### src/rtl/outputport_pkg.sv
// rtl/outputport_pkg.sv - shared FSM encodings and default widths for the egress output port
package outputport_pkg;

    localparam int OP_DEFAULT_DW = 8;
    localparam int OP_DEFAULT_AW = 2;

    typedef enum logic [1:0] {
        OP_IDLE    = 2'd0,
        OP_SETUP   = 2'd1,
        OP_WAIT_HI = 2'd2,
        OP_WAIT_LO = 2'd3
    } op_state_e;

endpackage

### src/rtl/outputport_sync2.sv
// rtl/outputport_sync2.sv - two-flop synchroniser with synchronous active-high clear
module outputport_sync2 (
    input  logic clk_i,
    input  logic reset_i,
    input  logic d_i,
    output logic q_o
);

    logic meta_q;
    logic sync_q;

    // Two capture stages; the second stage is the only one used by logic downstream
    always_ff @(posedge clk_i) begin
        if (reset_i) begin
            meta_q <= 1'b0;
            sync_q <= 1'b0;
        end else begin
            meta_q <= d_i;
            sync_q <= meta_q;
        end
    end

    assign q_o = sync_q;

endmodule

### src/rtl/outputport.sv
// rtl/outputport.sv - sync-to-async 4-phase bundled-data transmitter, optional watchdog under OUTPORT_TIMEOUT_EN
module outputport
    import outputport_pkg::*;
#(
    parameter int DW      = OP_DEFAULT_DW,
    parameter int AW      = OP_DEFAULT_AW,
    parameter int TIMEOUT = 255
) (
    input  logic          clk_outputport,
    input  logic          reset,
    input  logic          in_valid,
    output logic          in_ready,
    input  logic [DW-1:0] in_data,
    output logic          req,
    input  logic          ack,
    output logic [DW-1:0] data_out,
    output logic          busy,
    output logic          err
);

    localparam int            DEPTH   = 1 << AW;
    localparam logic [AW:0]   PTR_ONE = (AW + 1)'(1);

    logic ack_s;

    outputport_sync2 u_ack_sync (
        .clk_i   (clk_outputport),
        .reset_i (reset),
        .d_i     (ack),
        .q_o     (ack_s)
    );

    logic [DW-1:0] fifo_mem_q [DEPTH];
    logic [AW:0]   wr_ptr_q;
    logic [AW:0]   wr_ptr_d;
    logic [AW:0]   rd_ptr_q;
    logic [AW:0]   rd_ptr_d;
    logic          fifo_full;
    logic          fifo_empty;
    logic          push;
    logic          pop;

    op_state_e     state_q;
    logic          req_q;
    logic [DW-1:0] data_out_q;

    // The wrap bit distinguishes a full FIFO from an empty one at equal addresses
    assign fifo_empty = (wr_ptr_q == rd_ptr_q);
    assign fifo_full  = (wr_ptr_q[AW-1:0] == rd_ptr_q[AW-1:0]) && (wr_ptr_q[AW] != rd_ptr_q[AW]);

    // A pop never frees a slot for a push in the same cycle; a stale ack_s blocks new transfers
    assign push     = in_valid && !fifo_full;
    assign pop      = (state_q == OP_IDLE) && !fifo_empty && !ack_s;
    assign wr_ptr_d = push ? (wr_ptr_q + PTR_ONE) : wr_ptr_q;
    assign rd_ptr_d = pop  ? (rd_ptr_q + PTR_ONE) : rd_ptr_q;

    // FIFO storage is written without reset; validity is tracked by the pointers alone
    always_ff @(posedge clk_outputport) begin
        if (push) begin
            fifo_mem_q[wr_ptr_q[AW-1:0]] <= in_data;
        end
    end

    // Pointer registers; reset discards any buffered words
    always_ff @(posedge clk_outputport) begin
        if (reset) begin
            wr_ptr_q <= '0;
            rd_ptr_q <= '0;
        end else begin
            wr_ptr_q <= wr_ptr_d;
            rd_ptr_q <= rd_ptr_d;
        end
    end

    // 4-phase handshake FSM: data is loaded one cycle before req rises and held until the next load
    always_ff @(posedge clk_outputport) begin
        if (reset) begin
            state_q    <= OP_IDLE;
            req_q      <= 1'b0;
            data_out_q <= '0;
        end else begin
            case (state_q)
                OP_IDLE: begin
                    if (pop) begin
                        data_out_q <= fifo_mem_q[rd_ptr_q[AW-1:0]];
                        state_q    <= OP_SETUP;
                    end
                end
                OP_SETUP: begin
                    req_q   <= 1'b1;
                    state_q <= OP_WAIT_HI;
                end
                OP_WAIT_HI: begin
                    if (ack_s) begin
                        req_q   <= 1'b0;
                        state_q <= OP_WAIT_LO;
                    end
                end
                OP_WAIT_LO: begin
                    if (!ack_s) begin
                        state_q <= OP_IDLE;
                    end
                end
                default: begin
                    req_q   <= 1'b0;
                    state_q <= OP_IDLE;
                end
            endcase
        end
    end

    assign in_ready = !fifo_full;
    assign req      = req_q;
    assign data_out = data_out_q;
    assign busy     = !fifo_empty || (state_q != OP_IDLE);

`ifdef OUTPORT_TIMEOUT_EN
    localparam int             TCW       = $clog2(TIMEOUT + 2);
    localparam logic [TCW-1:0] TMO_LIMIT = TCW'(TIMEOUT);
    localparam logic [TCW-1:0] TMO_ONE   = TCW'(1);

    logic           waiting;
    logic           state_adv;
    logic [TCW-1:0] tmo_cnt_q;
    logic [TCW-1:0] tmo_cnt_d;
    logic           err_q;

    assign waiting   = (state_q == OP_WAIT_HI) || (state_q == OP_WAIT_LO);
    assign state_adv = ((state_q == OP_WAIT_HI) && ack_s) || ((state_q == OP_WAIT_LO) && !ack_s);
    assign tmo_cnt_d = (tmo_cnt_q == TMO_LIMIT) ? tmo_cnt_q : (tmo_cnt_q + TMO_ONE);

    // Watchdog: counts cycles spent in one wait state; flags a stalled peer without aborting
    always_ff @(posedge clk_outputport) begin
        if (reset) begin
            tmo_cnt_q <= '0;
            err_q     <= 1'b0;
        end else if (!waiting || state_adv) begin
            tmo_cnt_q <= '0;
        end else begin
            tmo_cnt_q <= tmo_cnt_d;
            if (tmo_cnt_d == TMO_LIMIT) begin
                err_q <= 1'b1;
            end
        end
    end

    assign err = err_q;
`else
    assign err = 1'b0;
`endif

endmodule
### config.mk
export PLATFORM = sky130hd
export DESIGN_NAME = outputport
export DESIGN_NICKNAME = d
export VERILOG_FILES = /design/src/rtl/outputport_pkg.sv /design/src/rtl/outputport_sync2.sv /design/src/rtl/outputport.sv
export SDC_FILE = /design/constraint.sdc
export NUM_CORES = 1
export LEC_CHECK = 0
export CAP_MARGIN = 5
export CELL_PAD_IN_SITES_DETAIL_PLACEMENT = 1
export CELL_PAD_IN_SITES_GLOBAL_PLACEMENT = 1
export CORE_UTILIZATION = 46
export CTS_CLUSTER_SIZE = 30
export DETAILED_ROUTE_END_ITERATION = 12
export PLACE_DENSITY_LB_ADDON = 0.1
export SLEW_MARGIN = 20
export SYNTH_ARGS = -nofsm -noshare
export SYNTH_HDL_FRONTEND = slang
export SYNTH_SLANG_ARGS = --single-unit
### constraint.sdc
create_clock -name clk_outputport -period 1.94 [get_ports clk_outputport]
set_input_delay 0.194 -clock clk_outputport [delete_from_list [all_inputs] [get_ports clk_outputport]]
set_output_delay 0.194 -clock clk_outputport [all_outputs]
set_load 0.02 [all_outputs]
==> results.yml, run 1 <==
status:
  status: "completed"
placement:
  io_buffers: 22
  gp_congestion: 0.782
  place_hpwl_mm: 2.78
timing:
  setup_violations: 0
  hold_violations: 0
  grt_setup_unrepaired: "false"
  finClkSkew_ns: 0.0126
  tns_ns: 0
  period_share_pct: 96.4
  clock.fmax_mhz: 534
  period_minus_slack_ns: 1.87
  drv_slew: 0
floorplan:
  top_level_ports: 24
  die-width_um: 70.9
  die_h_um: 70.9
  core_area_um2: 4440
  die-area_um2: 5030
  start_util_pct: 49.1
  row_count: 24
synthesis:
  yosysWarnings: 0
  synth_largest_area_cell: "edfxtp_1"
  syn_inst: 138
  yosysUniqueCellTypes: 30
  ys_top_cells_by_area: "edfxtp_1 (44%), dfxtp_1 (17%), mux4_1 (9.6%)"
  synth_seq_cells: 51
  syn_area_per_cell_um2: 15.8
  syn-num-nets: 160
  yosysSeqAreaShare_pct: 61.4
  synth_top_area_share_pct: 44.0
  synth_area_um2: 2180
worst_setup_path:
  crit_end: "in_ready"
  startpoint: "wr_ptr_q[2]"
  critical_path_required_ns: 1.75
  reg2reg_to: "data_out[0]"
  criticalPathCategory: "flip-flop to output port"
  crit_fanout: 4
  ff2ff_setup_slack_ns: 0.24
  end_kind: "output port"
  critPathArrivalTime_ns: 1.68
  max_stage_delay_ns: 0.56
  reg2regPathDepth: 7
  slowest_stage: "clkdlybuf4s50_1"
  crit_path_cell_trace: "xor2_1, nand3_1, clkdlybuf4s50_1"
  rr_startpoint: "state_q[0]"
  start_kind: "flip-flop"
routing:
  drc: 0
  drtPass1Iterations: 6
  vias_per_cell: 5.26
  routedWlPerCell_um: 17.4
  vias: 1184
  drtAntennaViolNets: 0
  drt_wl_total_mm: 3.92
  drt_iter0_drc: 71
global_routing:
  grt_max_degree: 17
  grt_usage_pct: 18.1
  grt_overflow: 0
  grt_pass1_vias: 1363
  grt_pass1_wl_mm: 6.67
  grt_antenna_before_repair: 0
cts:
  cts_sinks: 51
  cts_tree: "yes"
  ctsHoldBuffers: 0
  htreeDepth: 2
  root_buffer: "clkbuf_8"
  insertion_delay_ns: 0.31
  clockBufferDepth: 2
  path_clk_slew_ns: 0.10
  numCtsBuffers: 5
layout:
  n_antenna_cell: 0
  layout_common_cells: "edfxtp_1 (32), clkdlybuf4s50_1 (21), dfxtp_1 (19)"
  nNetsFinal: 194
  syn_to_final_growth_pct: 20.8
  final_core_util_pct: 59.3
  layout-drive-gt1-share_pct: 15.6
  final_common_cell: "edfxtp_1"
min_path:
  hp-class: "flip-flop to flip-flop"
run:
  cap_violations: 0
power:
  powerDensity_nw_per_um2: 1320
  peakVddDrop_v: 0.000593
  p_leak_nw: 0.969
metal layers:
| layer | part of all wire (%) | vias up | track usage [%] |
|---|---|---|---|
| li1 | - | 571 | - |
| met1 | 41 | 585 | 19.5 |
| met2 | 54 | 19 | 34.3 |
| met3 | 3.1 | 9 | 4.27 |
| met4 | 1.8 | 0 | 7.11 |
| met5 | 0 | - | 0 |
critical path, delay by kind of cell (launching register included):
family,cells,cell delay (ns)
buf+inv,1,0.56
flops,1,0.42
xor+xnor,1,0.28
simple gates,1,0.11
logic make-up after synthesis:
family,Yosys count,synth area share [%]
mux,18,14.2
simple gates,28,6.48
buf+inv,12,3.84
compound gates,12,5.04
other cells,1,0.172
xor+xnor,6,3.09
fa+ha+maj,10,5.73
flops,51,61.4
sequential cells by signal, summed over array words and instances, names as in the netlist:
name / cells
state_q: 2
req: 1
rd_ptr_q: 3
data_out: 8
u_ack_sync.q_o: 1
wr_ptr_q: 3
u_ack_sync.meta_q: 1
fifo_mem_q: 32
worst min-delay path by stage:
stage	from	endpoint	slack, ns	cells past startpoint
3_5_place_dp	u_ack_sync.meta_q	u_ack_sync.q_o	0.43	1
6_report	u_ack_sync.meta_q	u_ack_sync.q_o	0.45	1
3_3_place_gp	u_ack_sync.meta_q	u_ack_sync.q_o	0.42	1
5_1_grt	ack	u_ack_sync.meta_q	0.46	2
2_1_floorplan	in_data[0]	fifo_mem_q[0][0]	0.29	0
4_1_cts	ack	u_ack_sync.meta_q	0.45	2
cells in the mapped netlist:
cell,instances
a21oi_2,1
inv_1,6
xor2_1,1
a21o_1,1
xnor2_1,3
nand2_1,1
xnor2_2,2
nand3b_2,1
ha_1,10
buf_4,1
dlygate4sd1_1,1
a21bo_2,2
a21oi_1,4
edfxtp_1,32
conb_1,1
a31oi_2,1
a311oi_4,1
nand3b_1,1
nand3_1,2
nand4_1,1
o22ai_1,1
buf_6,4
dfxtp_1,19
a311oi_1,1
mux2i_1,10
nor2_1,14
nor2b_1,3
and2_1,4
nand2b_1,1
mux4_1,8
per-stage QoR:
| stage | std cells | worst slack, ns | power, mW | instance area, µm² | hold WS (ns) |
|---|---|---|---|---|---|
| floorplan | 138 | 0.313 | 2.24 | 2180 | 0.293 |
| global placement | 217 | 0.252 | 2.60 | 2500 | 0.425 |
| detailed placement | 217 | 0.185 | 2.66 | 2500 | 0.427 |
| CTS | 225 | 0.0534 | 3.52 | 2640 | 0.447 |
| global route | 225 | 0.000632 | 3.64 | 2640 | 0.463 |
| finish | 225 | 0.0690 | 3.47 | 2640 | 0.448 |
power by group:
group / internal, mW / switching, mW
Sequential: 1.30 / 0.0859
Clock: 0.514 / 0.351
Combinational: 0.604 / 0.615
Total: 2.42 / 1.05
what timing repair did:
action / 4_1_cts / 5_1_grt
endpoints found under the setup margin: 1 / 0
setup buffers: 0 / 0
resized for setup: 1 / 0
cell type report:
cell class | count | area, µm²
Tap cell | 52 | 65.1
Multi-Input combinational cell | 75 | 758
Fill cell | 419 | 1810
Timing Repair Buffer | 33 | 314
Inverter | 6 | 22.5
Clock inverter | 3 | 67.6
Clock buffer | 5 | 68.8
Sequential cell | 51 | 1340
Note: power is estimated with default switching activity, not from simulation.
==> inputs of run 2 (changes only) <==
Settings changed: RECOVER_POWER from default to 50, SETUP_SLACK_MARGIN from default to 0.5, TNS_END_PERCENT from default to 50.
==> run 2 against run 1 <==
Worst hold slack worse by 0.0032 ns. Combinational power is 19% higher. Utilization is 1.4 points higher. Maximum frequency is 18% higher. Clock-buffer cell count is 1 higher. Die area stayed put. Critical path type is now flip-flop to flip-flop. Largest cell class unchanged.
==> results.yml, run 2 (synthesized netlist as in run 1, its figures left out) <==
floorplan:
  die-area_um2: 5030
  row_count: 24
  start_util_pct: 49.1
  core_area_um2: 4440
  top_level_ports: 24
  die_h_um: 70.9
  die-width_um: 70.9
worst_setup_path:
  criticalPathCategory: "flip-flop to flip-flop"
  crit_family: "compound AO/OA/AOI/OAI gates"
  critPathArrivalTime_ns: 1.80
  slowest_stage: "dfxtp_1"
  start_kind: "flip-flop"
  crit_fanout: 4
  crit_path_cell_trace: "inv_2, buf_4, ha_1, o22ai_1, a21oi_1, a311oi_1"
  max_stage_delay_ns: 0.36
  critical_path_required_ns: 2.15
  end_kind: "flip-flop"
  critical_path_buf_inv_count: 2
layout:
  n_antenna_cell: 0
  largest_reg_flops: 32
  syn_to_final_growth_pct: 23.7
  nNetsFinal: 199
  layout_common_cells: "edfxtp_1 (32), nor2_1 (14), dlygate4sd3_1 (14)"
  final_common_cell: "edfxtp_1"
  final_cell_area_um2: 2700
  layout-drive-gt1-share_pct: 27.5
timing:
  clock.fmax_mhz: 631
  finClkSkew_ns: 0.00966
  hold_violations: 0
  max_slew_margin_pct: 64.3
  setup_violations: 0
  worst_slew_pin_slew_ns: 0.535
  period_minus_slack_ns: 1.58
  period_share_pct: 81.7
  drv_slew: 0
  tns_ns: 0
  grt_setup_unrepaired: "true"
cts:
  htreeDepth: 2
  insertion_delay_ns: 0.30
  root_buffer: "clkbuf_8"
  path_clk_slew_ns: 0.09
  cts_sinks: 51
  numCtsBuffers: 5
  clockBufferDepth: 2
  cts_tree: "yes"
global_routing:
  grt_pass1_wl_mm: 6.91
  grt_usage_pct: 18.9
  grt_antenna_before_repair: 0
  grt_pass1_vias: 1339
  grt_max_degree: 16
  grt_overflow: 0
routing:
  vias_per_cell: 5.33
  vias: 1226
  drtPass1Iterations: 6
  drt_iter0_drc: 42
  routedWlPerCell_um: 18.7
  drt_wl_total_mm: 4.31
  drc: 0
  drtAntennaViolNets: 0
run:
  cap_violations: 0
min_path:
  hp-class: "flip-flop to flip-flop"
status:
  status: "completed"
placement:
  gp_congestion: 0.707
  dpl_cell_area_um2: 2480
  io_buffers: 22
  place_hpwl_mm: 2.75
power:
  peakVddDrop_v: 0.000590
  p_leak_nw: 0.990
  powerDensity_nw_per_um2: 1270
run 2: changes by cell type in the layout (fill, tap and decap cells not counted), moves of 3 or more:
cell	previous run	this run
clkdlybuf4s50_1	21	5
inv_1	6	3
dfxtp_2	0	5
dlygate4sd3_1	0	14
inv_2	0	3
clkbuf_1	0	3
and2_4	0	4
and2_1	4	0
dfxtp_1	19	12
run 2: layer usage:
metal | global-route usage, % | routed length, µm | up-vias
met1 | 22.2 | 1790 | 614
met5 | 0 | 0 | -
met3 | 4.27 | 112 | 7
li1 | - | - | 582
met4 | 5.78 | 43 | 0
met2 | 34.6 | 2370 | 23
run 2: worst paths after layout:
check	startpoint	to	slack (ns)	cells after the start
worst min register to register	u_ack_sync.meta_q	u_ack_sync.q_o	0.44	1
worst max register to register	state_q[0]	state_q[0]	0.36	6
worst min-delay path	u_ack_sync.meta_q	u_ack_sync.q_o	0.44	1
worst max-delay path	state_q[0]	state_q[0]	0.36	6
run 2: report_power, final:
| part | total [mW] | internal [mW] | switching (mW) |
|---|---|---|---|
| Clock | 0.591 | 0.253 | 0.338 |
| Sequential | 1.40 | 1.31 | 0.0974 |
| Combinational | 1.45 | 0.730 | 0.715 |
| Total | 3.44 | 2.29 | 1.15 |
run 2: layout make-up:
| type | count | area [µm²] |
|---|---|---|
| fillers | 433 | 1740 |
| flip-flops and latches | 51 | 1360 |
| multi-input cells | 75 | 838 |
| repair buffers | 38 | 335 |
| clock buffers | 6 | 72.6 |
| well taps | 52 | 65.1 |
| inverters | 6 | 22.5 |
| clock inverters | 2 | 12.5 |
run 2: stage by stage:
stage	cells	hold slack, ns	setup slack [ns]	util (%)	power [mW]
3_5_place_dp	210	0.439	0.193	55.8	2.65
3_3_place_gp	210	0.428	0.259	55.8	2.58
2_1_floorplan	138	0.293	0.451	-	2.29
6_report	230	0.445	0.356	60.8	3.44
4_1_cts	228	0.456	0.428	60.8	3.48
5_1_grt	230	0.476	0.257	60.8	3.62
run 2: repair_timing:
action / 4_1_cts / 5_1_grt
cloned: 1 / 0
setup buffers: 9 / 2
hold buffers: 0 / 0
resized for setup: 31 / 3
endpoints found under the setup margin: 55 / 57
pin swaps: 5 / 4
